==> src/rtl/cpu_types_pkg.sv <==
// Shared CPU pipeline types: stage-register state encoding and per-stage payload structs.
package cpu_types_pkg;

  typedef enum logic [1:0] {PS_EMPTY, PS_ONE, PS_TWO} pipe_state_t;

  // Example EX/MEM payload; $bits(exmem_t) sets DATA_W at the EX/MEM boundary.
  typedef struct packed {
    logic [31:0] pc;
    logic [31:0] alu_res;
    logic [31:0] store_data;
    logic [4:0]  rd;
    logic        mem_rd;
    logic        mem_wr;
    logic        reg_wr;
    logic [1:0]  mem_size;
    logic [23:0] rsvd;
  } exmem_t;

  localparam int EXMEM_W = $bits(exmem_t);

  function automatic logic [1:0] occ_of(pipe_state_t s);
    case (s)
      PS_ONE:  occ_of = 2'd1;
      PS_TWO:  occ_of = 2'd2;
      default: occ_of = 2'd0;
    endcase
  endfunction

endpackage

==> src/rtl/pipe_stage_reg.sv <==
// Parametrised pipeline stage register with valid/ready flow control, flush and an
// optional 2-entry skid buffer that registers in_ready to cut the stall path.
module pipe_stage_reg
  import cpu_types_pkg::*;
#(
  parameter int                 DATA_W     = 128,
  parameter bit                 SKID       = 1'b1,
  parameter logic [DATA_W-1:0]  RESET_DATA = '0
) (
  input  logic              CLK,
  input  logic              RST,
  input  logic              in_valid,
  output logic              in_ready,
  input  logic [DATA_W-1:0] in_data,
  input  logic              flush,
  output logic              out_valid,
  input  logic              out_ready,
  output logic [DATA_W-1:0] out_data,
  output logic [1:0]        occupancy
);

  logic [DATA_W-1:0] main_q;
  logic              accept;
  logic              deq;

  assign accept   = in_valid & in_ready;
  assign deq      = out_valid & out_ready;
  assign out_data = main_q;

  generate
    if (SKID) begin : g_skid
      pipe_state_t       state_q, state_d;
      logic [DATA_W-1:0] skid_q;
      logic              rdy_q;
      logic              load_main, load_skid, main_from_skid;

      always_comb begin
        state_d        = state_q;
        load_main      = 1'b0;
        load_skid      = 1'b0;
        main_from_skid = 1'b0;
        case (state_q)
          PS_EMPTY: if (accept) begin
            state_d   = PS_ONE;
            load_main = 1'b1;
          end
          PS_ONE: begin
            if (accept && deq) begin
              load_main = 1'b1;
            end else if (accept) begin
              state_d   = PS_TWO;
              load_skid = 1'b1;
            end else if (deq) begin
              state_d = PS_EMPTY;
            end
          end
          PS_TWO: if (deq) begin
            state_d        = PS_ONE;
            main_from_skid = 1'b1;
          end
          default: state_d = PS_EMPTY;
        endcase
        // Flush squashes entries but leaves data regs untouched; out_valid=0 masks them.
        if (flush) begin
          state_d        = PS_EMPTY;
          load_main      = 1'b0;
          load_skid      = 1'b0;
          main_from_skid = 1'b0;
        end
      end

      always_ff @(posedge CLK) begin
        if (RST) begin
          state_q <= PS_EMPTY;
          rdy_q   <= 1'b1;
          main_q  <= RESET_DATA;
          skid_q  <= RESET_DATA;
        end else begin
          state_q <= state_d;
          rdy_q   <= (state_d != PS_TWO);
          if (load_main)           main_q <= in_data;
          else if (main_from_skid) main_q <= skid_q;
          if (load_skid)           skid_q <= in_data;
        end
      end

      assign in_ready  = rdy_q;
      assign out_valid = (state_q != PS_EMPTY);
      assign occupancy = occ_of(state_q);
    end else begin : g_single
      logic vld_q;

      always_ff @(posedge CLK) begin
        if (RST) begin
          vld_q  <= 1'b0;
          main_q <= RESET_DATA;
        end else if (flush) begin
          vld_q  <= 1'b0;
        end else begin
          vld_q <= accept | (vld_q & ~out_ready);
          if (accept) main_q <= in_data;
        end
      end

      assign in_ready  = out_ready | ~vld_q;
      assign out_valid = vld_q;
      assign occupancy = {1'b0, vld_q};
    end
  endgenerate

endmodule

==> config.mk <==
export PLATFORM = sky130hd
export DESIGN_NAME = pipe_stage_reg
export DESIGN_NICKNAME = d
export VERILOG_FILES = /design/src/rtl/cpu_types_pkg.sv /design/src/rtl/pipe_stage_reg.sv
export SDC_FILE = /design/constraint.sdc
export NUM_CORES = 1
export LEC_CHECK = 0
export CAP_MARGIN = 20
export CORE_MARGIN = 2
export CORE_UTILIZATION = 45
export CTS_BUF_LIST = sky130_fd_sc_hd__clkbuf_2
export CTS_CLUSTER_DIAMETER = 100
export DETAILED_ROUTE_END_ITERATION = 7
export PLACE_DENSITY = 0.84
export SLEW_MARGIN = 25
export SYNTH_ARGS = -nofsm -noshare
export SYNTH_HDL_FRONTEND = slang
export SYNTH_SLANG_ARGS = --single-unit
==> constraint.sdc <==
create_clock -name CLK -period 2.05 [get_ports CLK]
set_input_delay 0.41 -clock CLK [delete_from_list [all_inputs] [get_ports CLK]]
set_output_delay 0.41 -clock CLK [all_outputs]
set_load 0.05 [all_outputs]
After elaboration in Yosys (flattened, before gate mapping)

Cells that the tools add are included.

Equal/unequal tests: 3
Muxes and demuxes: 20
Bitwise gates (word level): 2
Reductions and logical operators: 4

Operators with widths:

| cell                                                             | number |
|---|---|
| 128-bit 2-to-1 mux                                               | 2 |
| 2-bit 2-to-1 mux                                                 | 6 |
| 1-bit 2-to-1 mux                                                 | 9 |
| 2-bit one-hot mux with 3 select lines                            | 1 |
| 2-bit one-hot mux with 2 select lines                            | 1 |
| 2-bit nonzero test                                               | 2 |
| 1-bit bitwise AND                                                | 2 |
| 2-bit by 1-bit == test with 1-bit output (second input constant) | 1 |
| 2-bit == test (second input constant)                            | 1 |
| 2-bit logical NOT                                                | 1 |
| 2-bit inequality test (second input constant)                    | 1 |
| 1-bit one-hot mux with 2 select lines                            | 1 |
| 1-bit logical AND                                                | 1 |

Bits in registers: 259
Logic and storage cells: 33

Longest topological paths before layout

Word-level depth: 8
Mapped depth: 7
Depth with buffers taken out: 4

Worst setup path after synthesis

Ideal clock, no wire load.

Path kind: register -> register
Start point: register g_skid.rdy_q (netlist: in_ready)
End point: register main_q[0] (netlist: out_data[0])
Setup time: 0.147 ns
Arrival time: 1.871 ns
Required time: 1.903 ns
Path slack: 0.032 ns
Cell stages (with the launch flop): 8
Buffers on the path: 3
Cells stage by stage: dfxtp_1 nand2_1 or4_4 buf_6 buf_2 buf_2 nor2_1 a311oi_2

Word-level cells in the longest chain between the ends: 6
Elaborated cells between the ends (all ways): 8
Classes of those cells: mux: 5; bitwise: 1; reduce/logical: 2

Ends and longest elaborated chain:

| element                                                         | RTL line             | RTL |
|---|---|---|
| from (decl)                                                     | pipe_stage_reg.sv:34 | `logic rdy_q;` |
| from (signal assigned)                                          | pipe_stage_reg.sv:80 | `rdy_q <= (state_d != PS_TWO);` |
| 1-bit bitwise AND *                                             | pipe_stage_reg.sv:26 | `assign accept = in_valid & in_ready;` |
| 1-bit logical AND                                               | pipe_stage_reg.sv:48 | `if (accept && deq) begin` |
| 1-bit 2-to-1 mux                                                | pipe_stage_reg.sv:48 |  |
| 1-bit one-hot mux with 2 select lines *                         | pipe_stage_reg.sv:42 | `case (state_q)` |
| 1-bit 2-to-1 mux *                                              | pipe_stage_reg.sv:64 | `if (flush) begin` |
| 128-bit 2-to-1 mux / 2-bit nonzero test (equally long branches) | n/a                  |  |
| to (signal assigned)                                            | pipe_stage_reg.sv:81 | `if (load_main) main_q <= in_data;` |
| to (signal assigned)                                            | pipe_stage_reg.sv:82 | `else if (main_from_skid) main_q <= skid_q;` |
| to (decl)                                                       | pipe_stage_reg.sv:22 | `logic [DATA_W-1:0] main_q;` |

Mark *: on every way between the ends. The rest lies on a longest branch, timed or not.
A chain may end at the register's enable or synchronous reset.

Worst setup path after layout

Start point: register g_skid.state_q[0]
End point: register main_q[32] (netlist: out_data[32])

Word-level cells in the longest chain between the ends: 7
Elaborated cells between the ends (all ways): 14
Classes of those cells: eq/ne: 2; mux: 7; bitwise: 1; reduce/logical: 4

Ends and longest elaborated chain:

| element                                                         | RTL line             | RTL |
|---|---|---|
| from (decl)                                                     | pipe_stage_reg.sv:32 | `pipe_state_t state_q, state_d;` |
| from (signal assigned)                                          | pipe_stage_reg.sv:79 | `state_q <= state_d;` |
| 2-bit nonzero test                                              | pipe_stage_reg.sv:88 | `assign out_valid = (state_q != PS_EMPTY);` |
| 1-bit bitwise AND                                               | pipe_stage_reg.sv:27 | `assign deq = out_valid & out_ready;` |
| 1-bit logical AND                                               | pipe_stage_reg.sv:48 |  |
| 1-bit 2-to-1 mux                                                | pipe_stage_reg.sv:48 |  |
| 1-bit one-hot mux with 2 select lines                           | pipe_stage_reg.sv:42 |  |
| 1-bit 2-to-1 mux                                                | pipe_stage_reg.sv:64 |  |
| 128-bit 2-to-1 mux / 2-bit nonzero test (equally long branches) | n/a                  |  |

Several ways; a longest one is shown, not always the timed one.

==> flow_summary.yaml <==
synth:
  async_reset_ff_share_pct: 0
  synth_edf_count: 0
  synth_area_leader_cell: "dfxtp_1"
  syn_inst: 1288
  ys_seq_elements: 259
  synthesis.nets: 1421
  synth_top_area_share_pct: 47.94
  yosysWarnings: 0
  ys.flop_type: "dfxtp_1"
  synth_common_cells: "nand2_1, dfxtp_1, a21oi_1, nor2_1, a311oi_2"
  syn_area_um2: 10820
  synth_area_per_cell_um2: 8.397
  synth_seq_area_share_pct: 47.94
  ys_top_cells_by_area: "dfxtp_1, nand2_1, a311oi_2, a21oi_1, nor2_1"
  synth.distinct_cells: 23
  synth_most_common_cell: "nand2_1"
critical_path:
  endpoint: "out_data[32]"
  cp-end-kind: "flip-flop"
  required_ns: 2.65
  r2r_start: "g_skid.state_q[0]"
  start_kind: "flip-flop"
  cp_slowest_cell: "or4_4"
  crit_arrival_ns: 2.58
  worst_r2r_path_depth: 6
  reg2reg_slack_ns: 0.07
  startpoint: "g_skid.state_q[0]"
  critPathMaxFanout: 90
  r2r-end: "out_data[32]"
  critPathMaxStageDelay_ns: 0.54
  criticalPathCategory: "flip-flop to flip-flop"
  crit_path_cell_trace: "buf_4 > nor2b_1 > or4_4 > buf_12 > nor2_1 > a311oi_2"
detailed_routing:
  firstDrtPassIters: 5
  drtIter0Drc: 617
  wirelength_um: 30170
  wire_per_inst_um: 15.67
  ant_nets: 0
  vias_per_cell: 5.323
  drc_errors: 0
  vias: 10246
clock_network:
  clockBufferDepth: 3
  cts_tree: "built"
  path_clk_slew_ns: 0.10
  clock_tree.root_cell: "clkbuf_2"
  cts_sinks: 259
  cts_hold_buf: 0
  cts_inserted_buffers: 69
  h-tree-depth: 3
  clk_latency_ns: 0.78
global_route:
  grt_max_degree: 92
  gr-usage-met2_pct: 39.64
  grt_overflow: 0
  antenna_found_initial: 0
  grt_pass1_vias: 10552
  grt_util_met3_pct: 6.095
  grt_first_pass_wirelength_um: 50510
  grt_busiest_layer: "met2"
  use_met1_pct: 28.49
  grt_usage_pct: 23.57
cells_and_area:
  n_antenna_cell: 0
  synthToLayoutAreaGrowth_pct: 33.83
  final_util_pct: 61.48
  final_nets: 1693
  layoutNonFillerInstCount: 1925
  drive_gt1_share_pct: 26.34
sta:
  fin_crit_sh_pct: 96.54
  tns_ns: 0
  finalClockSkew_ns: 0.04950
  hold_violations: 0
  final.min_clock_period_ns: 1.979
  slew_headroom_pct: 50.98
  rsz0062_at_grt: "no"
  worst_pin_slew_ns: 0.7353
  drv_slew: 0
  finalSetupViolCount: 0
  max_freq_mhz: 505.3
placement:
  io_buffers: 264
  dp.cells: 1806
  dp_hpwl_um: 19220
  gp_congestion: 0.7841
floorplanning:
  start_util_pct: 45.94
  rows: 56
  io_pins: 265
  dieHeight_um: 159.0
  coreArea_um2: 23540
  dieArea_um2: 25290
  dieWidth_um: 159.0
power:
  p_per_area_nw_per_um2: 753.8
  total_leakage_power_nw: 5.110
  finalPower_w: 0.01091
  peakVddDrop_mv: 0.4398
min_path:
  hp-class: "primary input to flip-flop"
flow_run:
  drv_cap: 0
outcome:
  outcome: "completed"
cells by family (layout without fill, tap and decap cells):
group | after synthesis | after routing | share of synthesized area (%)
AND/OR/NAND/NOR | 654 | 654 | 23.02
AO/OA/AOI/OAI | 259 | 259 | 23.44
flip-flops | 259 | 259 | 47.94
buffers and inverters | 115 | 433 | 5.507
multiplexers | 1 | 1 | 0.09255
through the flow:
stage	hold slack, ns	worst slack (ns)	instance area, um2
after global routing	0.06994	0.00004385	14470
final	0.1403	0.07100	14470
after detailed placement	0.4465	-0.2433	13850
after global placement	0.4414	-0.1629	13850
after CTS	0.05326	0.001240	14660
after floorplan	0.4366	0.03203	10820
critical path: cells and delay by family (launching register included):
| kind | cells | cell delay [ns] |
|---|---|---|
| and+or+nand+nor | 3 | 0.89 |
| buffers and inverters | 2 | 0.40 |
| DFF | 1 | 0.37 |
| AOI/OAI and AO/OA | 1 | 0.07 |
how the worst min path moves through the flow:
| stage | from | end | slack (ns) | cells past startpoint |
|---|---|---|---|---|
| after floorplan | g_skid.skid_q[0] | g_skid.skid_q[0] | 0.44 | 2 |
| after global placement | g_skid.skid_q[114] | g_skid.skid_q[114] | 0.44 | 2 |
| after detailed placement | g_skid.skid_q[55] | g_skid.skid_q[55] | 0.45 | 2 |
| after CTS | RST | g_skid.skid_q[8] | 0.05 | 2 |
| after global routing | RST | g_skid.skid_q[115] | 0.07 | 2 |
| final | RST | g_skid.skid_q[115] | 0.14 | 2 |
layout make-up:
type | instances | area [um2]
fillers | 2002 | 9069
well taps | 319 | 399.1
flip-flops and latches | 259 | 5192
inverters | 1 | 3.754
clock inverters | 14 | 107.6
multi-input cells | 914 | 5062
clock buffers | 103 | 515.5
repair buffers | 315 | 3193
state kept, by name, indices dropped and copies added, names as in the netlist:
register	flops
out_data	128
g_skid.state_q	2
in_ready	1
g_skid.skid_q	128
cell usage in the layout, fill, tap and decap left out, types with 8 or more instances in the layout:
cell type / count
a21oi_1: 128
a311oi_1: 8
a311oi_2: 120
buf_12: 16
buf_2: 30
buf_4: 37
clkbuf_2: 103
clkdlybuf4s15_2: 88
clkdlybuf4s18_2: 9
clkdlybuf4s50_1: 131
clkinv_1: 8
dfxtp_1: 257
nand2_1: 514
nor2_1: 128
layer usage:
layer | share of wire [%] | routed length, um
met1 | 42 | 12610
met2 | 48 | 14560
met3 | 7.2 | 2187
met4 | 2.7 | 810
met5 | 0 | 0
timing repair:
action,in CTS,in global routing
setup endpoints to repair,130,40
buffers inserted,2,0
gates resized for setup,394,67
power by group:
part	leakage, nW	switching, W	internal [W]
Clock	0.485	0.00206	0.00157
Sequential	2.11	0.000122	0.00523
Combinational	2.51	0.00121	0.000713
Total	5.11	0.00340	0.00751
Power figures use the tool's default switching activity.
